**src/rtl/tape_char_monitor.sv**
```systemverilog
// rtl/tape_char_monitor.sv - photo tape character framing monitor with capture FIFO
module tape_char_monitor #(
    parameter int             DEPTH     = 16,
    parameter logic [4:0]     STOP_CODE = 5'b10000,
    parameter int             CNT_W     = 16
) (
    input  logic                       clk,
    input  logic                       rst,
    input  logic                       tick_ms,
    input  logic                       PL6_1_PHOTO1,
    input  logic                       PL6_2_PHOTO2,
    input  logic                       PL6_4_PHOTO3,
    input  logic                       PL6_5_PHOTO4,
    input  logic                       PL6_7_PHOTO5,
    input  logic                       PL6_18_WAIT_FOR_TAPE,
    input  logic                       PL6_9_PHOTO_TAPE_FWD,
    input  logic                       clr_status,
    output logic                       char_valid,
    input  logic                       char_ready,
    output logic [5:0]                 char_data,
    output logic [$clog2(DEPTH):0]     fifo_count,
    output logic [CNT_W-1:0]           char_total,
    output logic                       match_seen,
    output logic                       overflow,
    output logic                       frame_err
);

    localparam int AW = $clog2(DEPTH);
    localparam logic [AW:0] FULL_CNT = (AW+1)'(DEPTH);

    typedef enum logic {IDLE, ARMED} state_t;

    state_t      state, state_nxt;
    logic [2:0]  phase, phase_nxt;
    logic        dir;
    logic [4:0]  cap;
    logic        bad;
    logic [4:0]  code;
    logic        tape_wait;

    logic        arm;
    logic        cell_tick;
    logic        load_cap;
    logic        mism;
    logic        blank_err;
    logic        commit;

    logic [5:0]  mem [DEPTH];
    logic [AW-1:0] wptr, rptr;
    logic        push, pop;

    assign code      = {PL6_1_PHOTO1, PL6_2_PHOTO2, PL6_4_PHOTO3, PL6_5_PHOTO4, PL6_7_PHOTO5};
    assign tape_wait = PL6_18_WAIT_FOR_TAPE;

    always_ff @(posedge clk) begin
        if (rst) begin
            state <= IDLE;
            phase <= 3'd0;
        end else if (tick_ms) begin
            state <= state_nxt;
            phase <= phase_nxt;
        end
    end

    always_comb begin
        state_nxt = state;
        phase_nxt = phase;
        if (!tape_wait) begin
            state_nxt = IDLE;
            phase_nxt = 3'd0;
        end else if (state == IDLE) begin
            state_nxt = ARMED;
            phase_nxt = 3'd0;
        end else begin
            phase_nxt = (phase == 3'd5) ? 3'd1 : phase + 3'd1;
        end
    end

    // Actions are keyed on the phase being entered on this tick.
    always_comb begin
        arm       = tick_ms && tape_wait && (state == IDLE);
        cell_tick = tick_ms && tape_wait && (state == ARMED);
        load_cap  = cell_tick && (phase_nxt == 3'd1);
        mism      = cell_tick && ((phase_nxt == 3'd2) || (phase_nxt == 3'd3)) && (code != cap);
        blank_err = cell_tick && (phase_nxt >= 3'd4) && (code != 5'd0);
        commit    = cell_tick && (phase_nxt == 3'd3) && !bad && !mism;
    end

    always_ff @(posedge clk) begin
        if (rst) begin
            dir <= 1'b0;
            cap <= 5'd0;
            bad <= 1'b0;
        end else begin
            if (arm)
                dir <= PL6_9_PHOTO_TAPE_FWD;
            if (load_cap) begin
                cap <= code;
                bad <= 1'b0;
            end else if (mism) begin
                bad <= 1'b1;
            end
        end
    end

    assign char_valid = (fifo_count != '0);
    assign char_data  = char_valid ? mem[rptr] : 6'd0;
    assign pop        = char_valid && char_ready;
    assign push       = commit && ((fifo_count != FULL_CNT) || pop);

    always_ff @(posedge clk) begin
        if (push)
            mem[wptr] <= {dir, cap};
    end

    always_ff @(posedge clk) begin
        if (rst) begin
            wptr       <= '0;
            rptr       <= '0;
            fifo_count <= '0;
        end else begin
            if (push)
                wptr <= wptr + 1'b1;
            if (pop)
                rptr <= rptr + 1'b1;
            case ({push, pop})
                2'b10:   fifo_count <= fifo_count + 1'b1;
                2'b01:   fifo_count <= fifo_count - 1'b1;
                default: fifo_count <= fifo_count;
            endcase
        end
    end

    // A clear coinciding with a commit leaves the count at one.
    always_ff @(posedge clk) begin
        if (rst) begin
            char_total <= '0;
            match_seen <= 1'b0;
            overflow   <= 1'b0;
            frame_err  <= 1'b0;
        end else if (clr_status) begin
            char_total <= commit ? CNT_W'(1) : '0;
            match_seen <= 1'b0;
            overflow   <= 1'b0;
            frame_err  <= 1'b0;
        end else begin
            if (commit && (char_total != '1))
                char_total <= char_total + 1'b1;
            if (commit && (cap == STOP_CODE))
                match_seen <= 1'b1;
            if (commit && !push)
                overflow <= 1'b1;
            if (mism || blank_err)
                frame_err <= 1'b1;
        end
    end

endmodule

```
**config.mk**
```make
export PLATFORM = sky130hd
export DESIGN_NAME = tape_char_monitor
export DESIGN_NICKNAME = d
export VERILOG_FILES = /design/src/rtl/tape_char_monitor.sv
export SDC_FILE = /design/constraint.sdc
export NUM_CORES = 1
export LEC_CHECK = 0
export ABC_AREA = 0
export ABC_CLOCK_PERIOD_IN_PS = 3200
export BUFFER_PORTS_ARGS = -buffer_cell sky130_fd_sc_hd__buf_2
export CORE_ASPECT_RATIO = 1.25
export CORE_UTILIZATION = 50
export DETAILED_ROUTE_END_ITERATION = 12
export HOLD_SLACK_MARGIN = 0.1
export PLACE_DENSITY = 0.68
export SKIP_CTS_REPAIR_TIMING = 1
export SKIP_LAST_GASP = 1
export SYNTH_ARGS = -nofsm -noshare
export SYNTH_HDL_FRONTEND = slang
export SYNTH_SLANG_ARGS = --single-unit
```
**constraint.sdc**
```tcl
create_clock -name clk -period 3.2 [get_ports clk]
set_clock_uncertainty 0.15 [all_clocks]
set_input_delay 0.16 -clock clk [delete_from_list [all_inputs] [get_ports clk]]
set_output_delay 0.16 -clock clk [all_outputs]
set_load 0.05 [all_outputs]
```
Yosys cells after proc, flatten, opt, wreduce, memory -nomap -nowiden
Memory sizes are Yosys's and may differ from the RTL's. A register that Yosys moved wholly into a read port is not among the register bits. Index checks and enable logic that the tools add are counted.

Mux-type cells: 13. Equal/unequal tests: 10. $lt $le $gt $ge: 1. Add/subtract/negate cells: 6. Reduce and logical (&&, ||, !) cells: 28. Bitwise gates (word level): 1.

Operators by type and width (number): 2-to-1 mux 16 bit (2); adder 16 x 1 -> 16 bit (second input constant) (1); logical AND 1 bit (16); inequality test 16 bit (second input constant) (1); one-hot mux 5 bit (2 select lines) (1); nonzero test 5 bit (2); 2-to-1 mux 3 bit (3); adder 4 x 1 -> 4 bit (second input constant) (2); 2-to-1 mux 4 bit (2); equality test 3 x 2 -> 1 bit (second input constant) (2); 2-to-1 mux 6 bit (1); adder 5 x 1 -> 5 bit (second input constant) (1); equality test 5 bit (second input constant) (1); inequality test 5 bit (1); inequality test 5 bit (second input constant) (1); subtractor 5 x 1 -> 5 bit (second input constant) (1); 2-to-1 mux 1 bit (4); nonzero test 2 bit (2); OR reduction 2 bit (2); adder 3 x 1 -> 3 bit (second input constant) (1); equality test 3 x 1 -> 1 bit (second input constant) (1); equality test 3 bit (second input constant) (1); greater-or-equal comparator 3 bit (second input constant) (1); zero test 1 bit (3); 4 further kinds (6).

Memories: 1. Memory bits (writable): 96. Word-level logic and storage cells: 72. Output and inout port bits: 31. Bits of input ports: 12. Register bits: 43.

Memory list: mem (words 16, bits a word 6, read ports 1, clocked after Yosys merged registers in 1, write ports 1, RTL line 48) `logic [5:0] mem [DEPTH];`.

Logic depth before layout (Yosys ltp)
Gate-level depths: netlist of run 1.

Depth in word-level cells: 13. Gate-level depth with buffers: 10. Gate-level depth less buffers: 9.

Least setup slack after synthesis of run 1
Ideal clock, no wire load.

Kind: reg2reg. Start: register fifo_count[1]. End: register fifo_count[4]. Path buffers: 1. Library setup time: 0.121 ns. Cell stages (with the launch flop): 10. Required time: 2.929 ns. Path slack: 0.154 ns. Clock period less this slack: 3.046 ns. Data arrival time: 2.775 ns. Cell sequence: dfxtp_1 or4_1 clkbuf_1 o21a_1 o21ai_1 inv_1 ha_1 a31oi_1 a2bb2oi_1 mux2_2.

Longest elaborated chain between the ends: 6. Elaborated cells on any way between the ends: 11. Those cells by class: add/sub: 2; eq/ne: 3; mux: 1; reduce/logical: 5.

Ends and longest elaborated chain: start, declared (RTL line 21) `output logic [$clog2(DEPTH):0] fifo_count,`; start signal, assigned (RTL line 127) `2'b10: fifo_count <= fifo_count + 1'b1;`; start signal, assigned (RTL line 128) `2'b01: fifo_count <= fifo_count - 1'b1;`; start signal, assigned (RTL line 129) `default: fifo_count <= fifo_count;`; nonzero test 5 bit (RTL line 106) `assign char_valid = (fifo_count != '0);`; logical AND 1 bit (RTL line 108) `assign pop = char_valid && char_ready;`; logical OR 1 bit (RTL line 109) `assign push = commit && ((fifo_count != FULL_CNT) || pop);`; logical AND 1 bit (RTL line 109); equality test 2 x 1 -> 1 bit / equality test 2 bit (equally long branches) (RTL line 126) `case ({push, pop})`; one-hot mux 5 bit (2 select lines) / nonzero test 2 bit (equally long branches).

Several ways; a longest one is shown, not always the timed one. A chain may end at the register's enable or synchronous reset.

Worst setup path in the final report of run 1
Ends and elaborated chain as after synthesis.

==> impl_metrics.csv, run 1 <==
group,metric,value,unit
outcome,status,"complete, no violations",
cts,clockBufferDepth,2,
timing,period_share,92.17,%
worst_setup_path,critPathRequiredTime,3.35,ns
final_layout,n_antenna_cell,0,
job,maxCapViolCount,0,
worst_setup_path,arrival,3.10,ns
power_and_ir_drop,power_frac_seq,40.5,%
power_and_ir_drop,p_per_area,708.8,mW/mm^2
logic_synthesis,yosys_warnings,0,
routing,ant_nets,0,
logic_synthesis,seq_area_frac_synth,63.10,%
worst_setup_path,critPathBufInv,1,
cts,cts_root_buf,"clkbuf_16",
timing,worst_pin_slew,0.9504,ns
power_and_ir_drop,irDropWorstVdd,381.7,uV
logic_synthesis,synth_top_cell_by_area,"edfxtp_1",
global_routing,antenna_found_initial,0,
timing,rsz0062_at_grt,"no",
worst_setup_path,crit_type,"register to register",
worst_setup_path,cp_top_family,"compound AO/OA/AOI/OAI gates",
min_path,min_path_type,"input pin to register",
timing,setup_tns,0,ns
global_routing,overflow,0,
power_and_ir_drop,leakage,2.294,nW
timing,setup-violations-final,0,
final_layout,fin_nets,520,
routing,drt_iter0_drc,180,
logic_synthesis,netlist.area_leader.share,47.57,%
timing,slew_headroom,36.15,%
worst_setup_path,critPathSlowestCell,"or4_1",
logic_synthesis,synthesis.area,0.006060,sq mm
worst_setup_path,rrSetupSlack,0.25,ns
power_and_ir_drop,p_int,3.586,mW
logic_synthesis,ys_async_sr_fraction,0,%
cts,cts.htree.levels,4,
final_layout,mostFrequentLayoutCell,"edfxtp_1",
global_routing,grt_pass1_vias,3816,
logic_synthesis,ys_seq_elements,143,
routing,drc,0,
cts,clk_latency,0.42,ns
cts,cts.clk_slew.worst_paths,0.06,ns
final_layout,synthToLayoutAreaGrowth,18.71,%
cts,cts.sinks,143,
routing,dr_total_vias,3780,
floorplanning,num_io_pins,43,
logic_synthesis,synthTopCellsByArea,"edfxtp_1, dfxtp_1, mux4_2, nor2_1, a21oi_1",
global_routing,grtUsageTotal,20.86,%
placement,gp_congestion,0.8836,
worst_setup_path,max_stage_delay,0.62,ns
final_layout,nFillCells,912,
floorplanning,core_area,0.01173,sq mm
placement,io_buffers,42,
final_layout,final_cell_mix,"edfxtp_1, dfxtp_1, buf_2",
power_and_ir_drop,pwr-share-comb,22.2,%
timing,fmax,0.3390,GHz
timing,setup_ws,0.2504,ns
floorplanning,initial_core_util,51.68,%
logic_synthesis,syn-instance-count,436,
timing,finalHoldViolCount,0,
floorplanning,num_rows,44,
logic_synthesis,syn_nets,456,
worst_setup_path,cp_max_fo,8,
cts,cts_buffers,17,
routing,routed_wl,12380,um
logic_synthesis,yosys.cell_types.count,44,
logic_synthesis,postSynthAreaPerCell,13.90,sq um
power_and_ir_drop,switching_share,29.67,%
floorplanning,die_x,100.5,um
routing,avgRoutedWirePerCell,18.37,um
final_layout,drive_gt1_share,23.39,%
placement,place_hpwl,8296,um
logic_synthesis,synth_flop_cell,"edfxtp_1",
global_routing,grt_max_degree,30,
power_and_ir_drop,clockPowerShare,37.3,%
worst_setup_path,cp-start-kind,"register",
routing,via_per_inst,5.608,
worst_setup_path,worstPathCellList,"or4_1 > o21a_1 > o21ai_2 > inv_1 > ha_1 > a31oi_1 > a2bb2oi_1 > mux2_2",
timing,fin_crit,2.950,ns
floorplanning,die_h,125.1,um
routing,dr.pass1.iters,4,
logic_synthesis,synth_edf_count,96,
worst_setup_path,endpoint_kind,"register",
power_and_ir_drop,p_sw,1.513,mW
placement,dp_worst_setup_slack,0.1671,ns
cts,cts_tree,"yes",
timing,maxSlewViolCount,0,
floorplanning,die_area,0.01257,sq mm
global_routing,grt_pass1_wl,19400,um
## metal layers
metal  vias to the layer above  part of all wire [%]  track usage [%]  wire, um
met1                      1876                    40            23.43      4944
met3                        10                   3.8            5.198       469
li1                       1805                     -                -         -
met4                         0                   1.2            6.735       148
met2                        89                    55            38.15      6818
met5                         -                     0                0         0
## final timing paths
path | from | endpoint | cells after the start
setup / recovery | fifo_count[1] | fifo_count[4] | 8
hold / removal | char_ready | rptr[1] | 4
setup reg to reg | fifo_count[1] | fifo_count[4] | 8
hold reg to reg | overflow | overflow | 2
## kinds of logic after synthesis
group                    synth area share [%]
XOR/XNOR                                1.734
multiplexers                            13.15
AND/OR/NAND/NOR                         12.08
AO/OA/AOI/OAI                           6.195
adder cells (fa/ha/maj)                 1.652
flip-flops                              63.10
buffers and inverters                   2.085
## flip-flops by register name, indices dropped and copies added, names as in the netlist, named ones only
| register | count |
|---|---|
| state | 1 |
| mem | 96 |
| match_seen | 1 |
| frame_err | 1 |
| overflow | 1 |
| phase | 3 |
| fifo_count | 5 |
| dir | 1 |
| wptr | 4 |
| bad | 1 |
| cap | 5 |
| char_total | 16 |
| rptr | 4 |
## power by group through the flow
stage | combinational [mW] | sequential, mW | clock (mW)
2_1_floorplan | 0.790 | 2.17 | 0
3_3_place_gp | 1.11 | 2.10 | 0
3_5_place_dp | 1.13 | 2.10 | 0
4_1_cts | 1.13 | 2.06 | 1.93
5_1_grt | 1.21 | 2.07 | 1.99
6_report | 1.13 | 2.07 | 1.90
## tightest hold or removal path, stage by stage
cell and delay (ns):
buf_2 0.14, o21ai_0 0.14, nand2_1 0.09, a21oi_1 0.07
## area by class of cell
type / count / area (sq um) / share of cell area (%)
clock buffer: 19 / 432.9 / 6.018
clock inverter: 13 / 140.1 / 1.948
inverter: 11 / 41.29 / 0.5740
multi-input combinational: 261 / 2121 / 29.48
sequential: 143 / 3824 / 53.16
tap: 161 / 201.4 / 2.800
timing repair buffer: 66 / 432.9 / 6.018
## per-stage QoR
step	area, sq um	hold WS [ns]	std cells	power (mW)	utilization [%]
after global placement	6496	0.2398	630	3.204	55.40
after detailed placement	6496	0.2553	630	3.227	55.40
final	7193	0.09375	674	5.098	61.34
after CTS	7069	-0.1686	662	5.119	60.29
after global routing	7193	0.1166	674	5.276	61.34
after floorplan	6060	0.1539	436	2.960	-
## cells in the mapped netlist, types with 6 or more instances
cell / n
edfxtp_1: 96
dfxtp_1: 47
nor2_1: 41
mux4_2: 30
a21oi_1: 24
nand2_1: 15
nand3_1: 12
o21ai_0: 12
clkbuf_1: 11
inv_1: 11
mux2i_1: 11
nor3_1: 10
or3_1: 10
or4_1: 10
xnor2_1: 10
ha_1: 8
nor2b_1: 8
o31ai_1: 7
nand2b_1: 6
nand4_1: 6
o21ai_1: 6
(Power assumes the default switching activity.)
==> inputs of run 2 (changes only) <==
--- a/config.mk
+++ b/config.mk
@@ -7,12 +7,11 @@
 export LEC_CHECK = 0
 export ABC_AREA = 0
 export ABC_CLOCK_PERIOD_IN_PS = 3200
-export BUFFER_PORTS_ARGS = -buffer_cell sky130_fd_sc_hd__buf_2
 export CORE_ASPECT_RATIO = 1.25
 export CORE_UTILIZATION = 50
 export DETAILED_ROUTE_END_ITERATION = 12
+export DONT_BUFFER_PORTS = 1
 export HOLD_SLACK_MARGIN = 0.1
-export PLACE_DENSITY = 0.68
 export SKIP_CTS_REPAIR_TIMING = 1
 export SKIP_LAST_GASP = 1
 export SYNTH_ARGS = -nofsm -noshare
==> impl_metrics.csv, run 2 (synthesized netlist as in run 1, its figures left out) <==
group,metric,value,unit
timing,setup-violations-final,0,
final_layout,mostFrequentLayoutCell,"edfxtp_1",
placement,place_area,0.006444,sq mm
cts,cts_buffers,17,
cts,cts.htree.levels,4,
cts,clockBufferDepth,2,
floorplanning,num_rows,44,
final_layout,largest_register,"mem",
timing,rsz0062_at_grt,"no",
final_layout,fin_nets,502,
routing,drt_iter0_drc,138,
final_layout,n_antenna_cell,0,
routing,avgRoutedWirePerCell,19.31,um
timing,worst_pin_slew,1.068,ns
power_and_ir_drop,switching_share,28.33,%
cts,clk_latency,0.41,ns
timing,setup_tns,0,ns
final_layout,synthToLayoutAreaGrowth,19.00,%
routing,via_per_inst,5.660,
final_layout,reg_top3,"mem (96), char_total (16)",
cts,cts.sinks,143,
final_layout,largest_register_ffs,96,
final_layout,nFillCells,947,
worst_setup_path,cp-start-kind,"register",
worst_setup_path,ff2ff_path_depth,4,
job,maxCapViolCount,0,
worst_setup_path,crit_start,"phase[1]",
worst_setup_path,rrSetupSlack,0.20,ns
routing,dr_total_vias,3713,
worst_setup_path,cp_max_fo,7,
placement,place_hpwl,8506,um
final_layout,final_cell_mix,"edfxtp_1, dfxtp_1, nor2_1",
global_routing,grt_pass1_vias,3763,
power_and_ir_drop,clockPowerShare,38.7,%
floorplanning,die_h,125.1,um
floorplanning,initial_core_util,51.68,%
cts,cts_root_buf,"clkbuf_16",
timing,finalHoldViolCount,0,
cts,cts.clk_slew.worst_paths,0.06,ns
power_and_ir_drop,p_sw,1.467,mW
worst_setup_path,cp-endpoint,"mem[1][0]",
placement,io_buffers,0,
worst_setup_path,worstReg2RegStart,"phase[1]",
outcome,status,"complete, no violations",
global_routing,antenna_found_initial,0,
worst_setup_path,reg2reg_to,"mem[1][0]",
min_path,min_path_type,"input pin to register",
worst_setup_path,critPathRequiredTime,3.08,ns
floorplanning,num_io_pins,43,
final_layout,drive_gt1_share,19.60,%
timing,slew_headroom,28.23,%
worst_setup_path,critPathSlowestCell,"nor3_1",
global_routing,grtUsageTotal,22.06,%
global_routing,grt_max_degree,30,
cts,cts_tree,"yes",
worst_setup_path,crit_type,"register to register",
power_and_ir_drop,irDropWorstVdd,517.7,uV
routing,ant_nets,0,
worst_setup_path,worstPathCellList,"or3b_1 > nor4_2 > nand2_1 > nor3_1",
routing,routed_wl,12670,um
timing,period_share,93.67,%
routing,dr.pass1.iters,4,
global_routing,grt_pass1_wl,20320,um
routing,drc,0,
power_and_ir_drop,pwr-share-comb,21.9,%
power_and_ir_drop,p_per_area,718.2,mW/mm^2
power_and_ir_drop,p_int,3.711,mW
timing,fmax,0.3336,GHz
power_and_ir_drop,leakage,2.232,nW
timing,fin_crit,2.997,ns
worst_setup_path,arrival,2.87,ns
final_layout,design_area,0.007211,sq mm
global_routing,overflow,0,
floorplanning,die_x,100.5,um
placement,gp_congestion,0.7740,
floorplanning,core_area,0.01173,sq mm
floorplanning,die_area,0.01257,sq mm
power_and_ir_drop,power_frac_seq,39.3,%
timing,maxSlewViolCount,0,
worst_setup_path,endpoint_kind,"register",
worst_setup_path,max_stage_delay,0.84,ns
## run 2: cell count changes in the layout (fill, tap and decap cells not counted), sizes merged
| cell | previous run | this run |
|---|---|---|
| inv | 13 | 11 |
| bufinv | 2 | 4 |
| buf | 54 | 34 |
| dlygate4sd3 | 12 | 14 |
## run 2: worst min-delay path by stage
stage	start	to	slack, ns	cells past startpoint
after floorplan	PL6_9_PHOTO_TAPE_FWD	dir	0.15	2
after global placement	rst	char_total[0]	0.08	1
after detailed placement	rst	char_total[0]	0.09	1
after CTS	rst	char_total[0]	-0.36	1
after global routing	PL6_5_PHOTO4	wptr[0]	0.11	5
final	PL6_5_PHOTO4	wptr[0]	0.07	5
## run 2: power groups by stage
stage / sequential (mW) / combinational [mW] / clock (mW)
3_3_place_gp: 2.07 / 1.11 / 0
6_report: 2.04 / 1.14 / 2.01
4_1_cts: 2.04 / 1.12 / 2.04
3_5_place_dp: 2.08 / 1.12 / 0
2_1_floorplan: 2.17 / 0.790 / 0
5_1_grt: 2.04 / 1.21 / 2.12
## run 2: area by class of cell
| type | count | area [sq um] | area share, % |
|---|---|---|---|
| Tap cell | 161 | 201.4 | 2.794 |
| Inverter | 11 | 41.29 | 0.5726 |
| Sequential cell | 143 | 3824 | 53.03 |
| Clock buffer | 19 | 432.9 | 6.004 |
| Timing Repair Buffer | 48 | 420.4 | 5.830 |
| Clock inverter | 13 | 170.2 | 2.360 |
| Multi-Input combinational cell | 261 | 2121 | 29.41 |
## run 2: routing by layer
metal  share of wire, %  wire, um  GRT usage, %  vias to the layer above
met2                 53      6653         36.62                       68
li1                   -         -             -                     1774
met4                2.2       274         9.037                        0
met1                 42      5310         26.92                     1852
met5                  0         0             0                        -
met3                3.4       429         6.316                       19
## run 2: metrics by stage
| stage | hold slack (ns) | util, % | cells | power (mW) | worst slack (ns) |
|---|---|---|---|---|---|
| 2_1_floorplan | 0.1539 | - | 436 | 2.960 | 0.1543 |
| 3_3_place_gp | 0.08326 | 54.95 | 609 | 3.183 | 0.3171 |
| 3_5_place_dp | 0.08513 | 54.95 | 609 | 3.196 | 0.2146 |
| 4_1_cts | -0.3616 | 60.09 | 641 | 5.200 | 0.1881 |
| 5_1_grt | 0.1081 | 61.49 | 656 | 5.375 | 0.04089 |
| 6_report | 0.06558 | 61.49 | 656 | 5.179 | 0.2027 |
## run 2: critical path: cells and delay by family (launching register included)
family	cells	cell delay [ns]
AND/OR/NAND/NOR	4	2.04
flip-flops	1	0.42
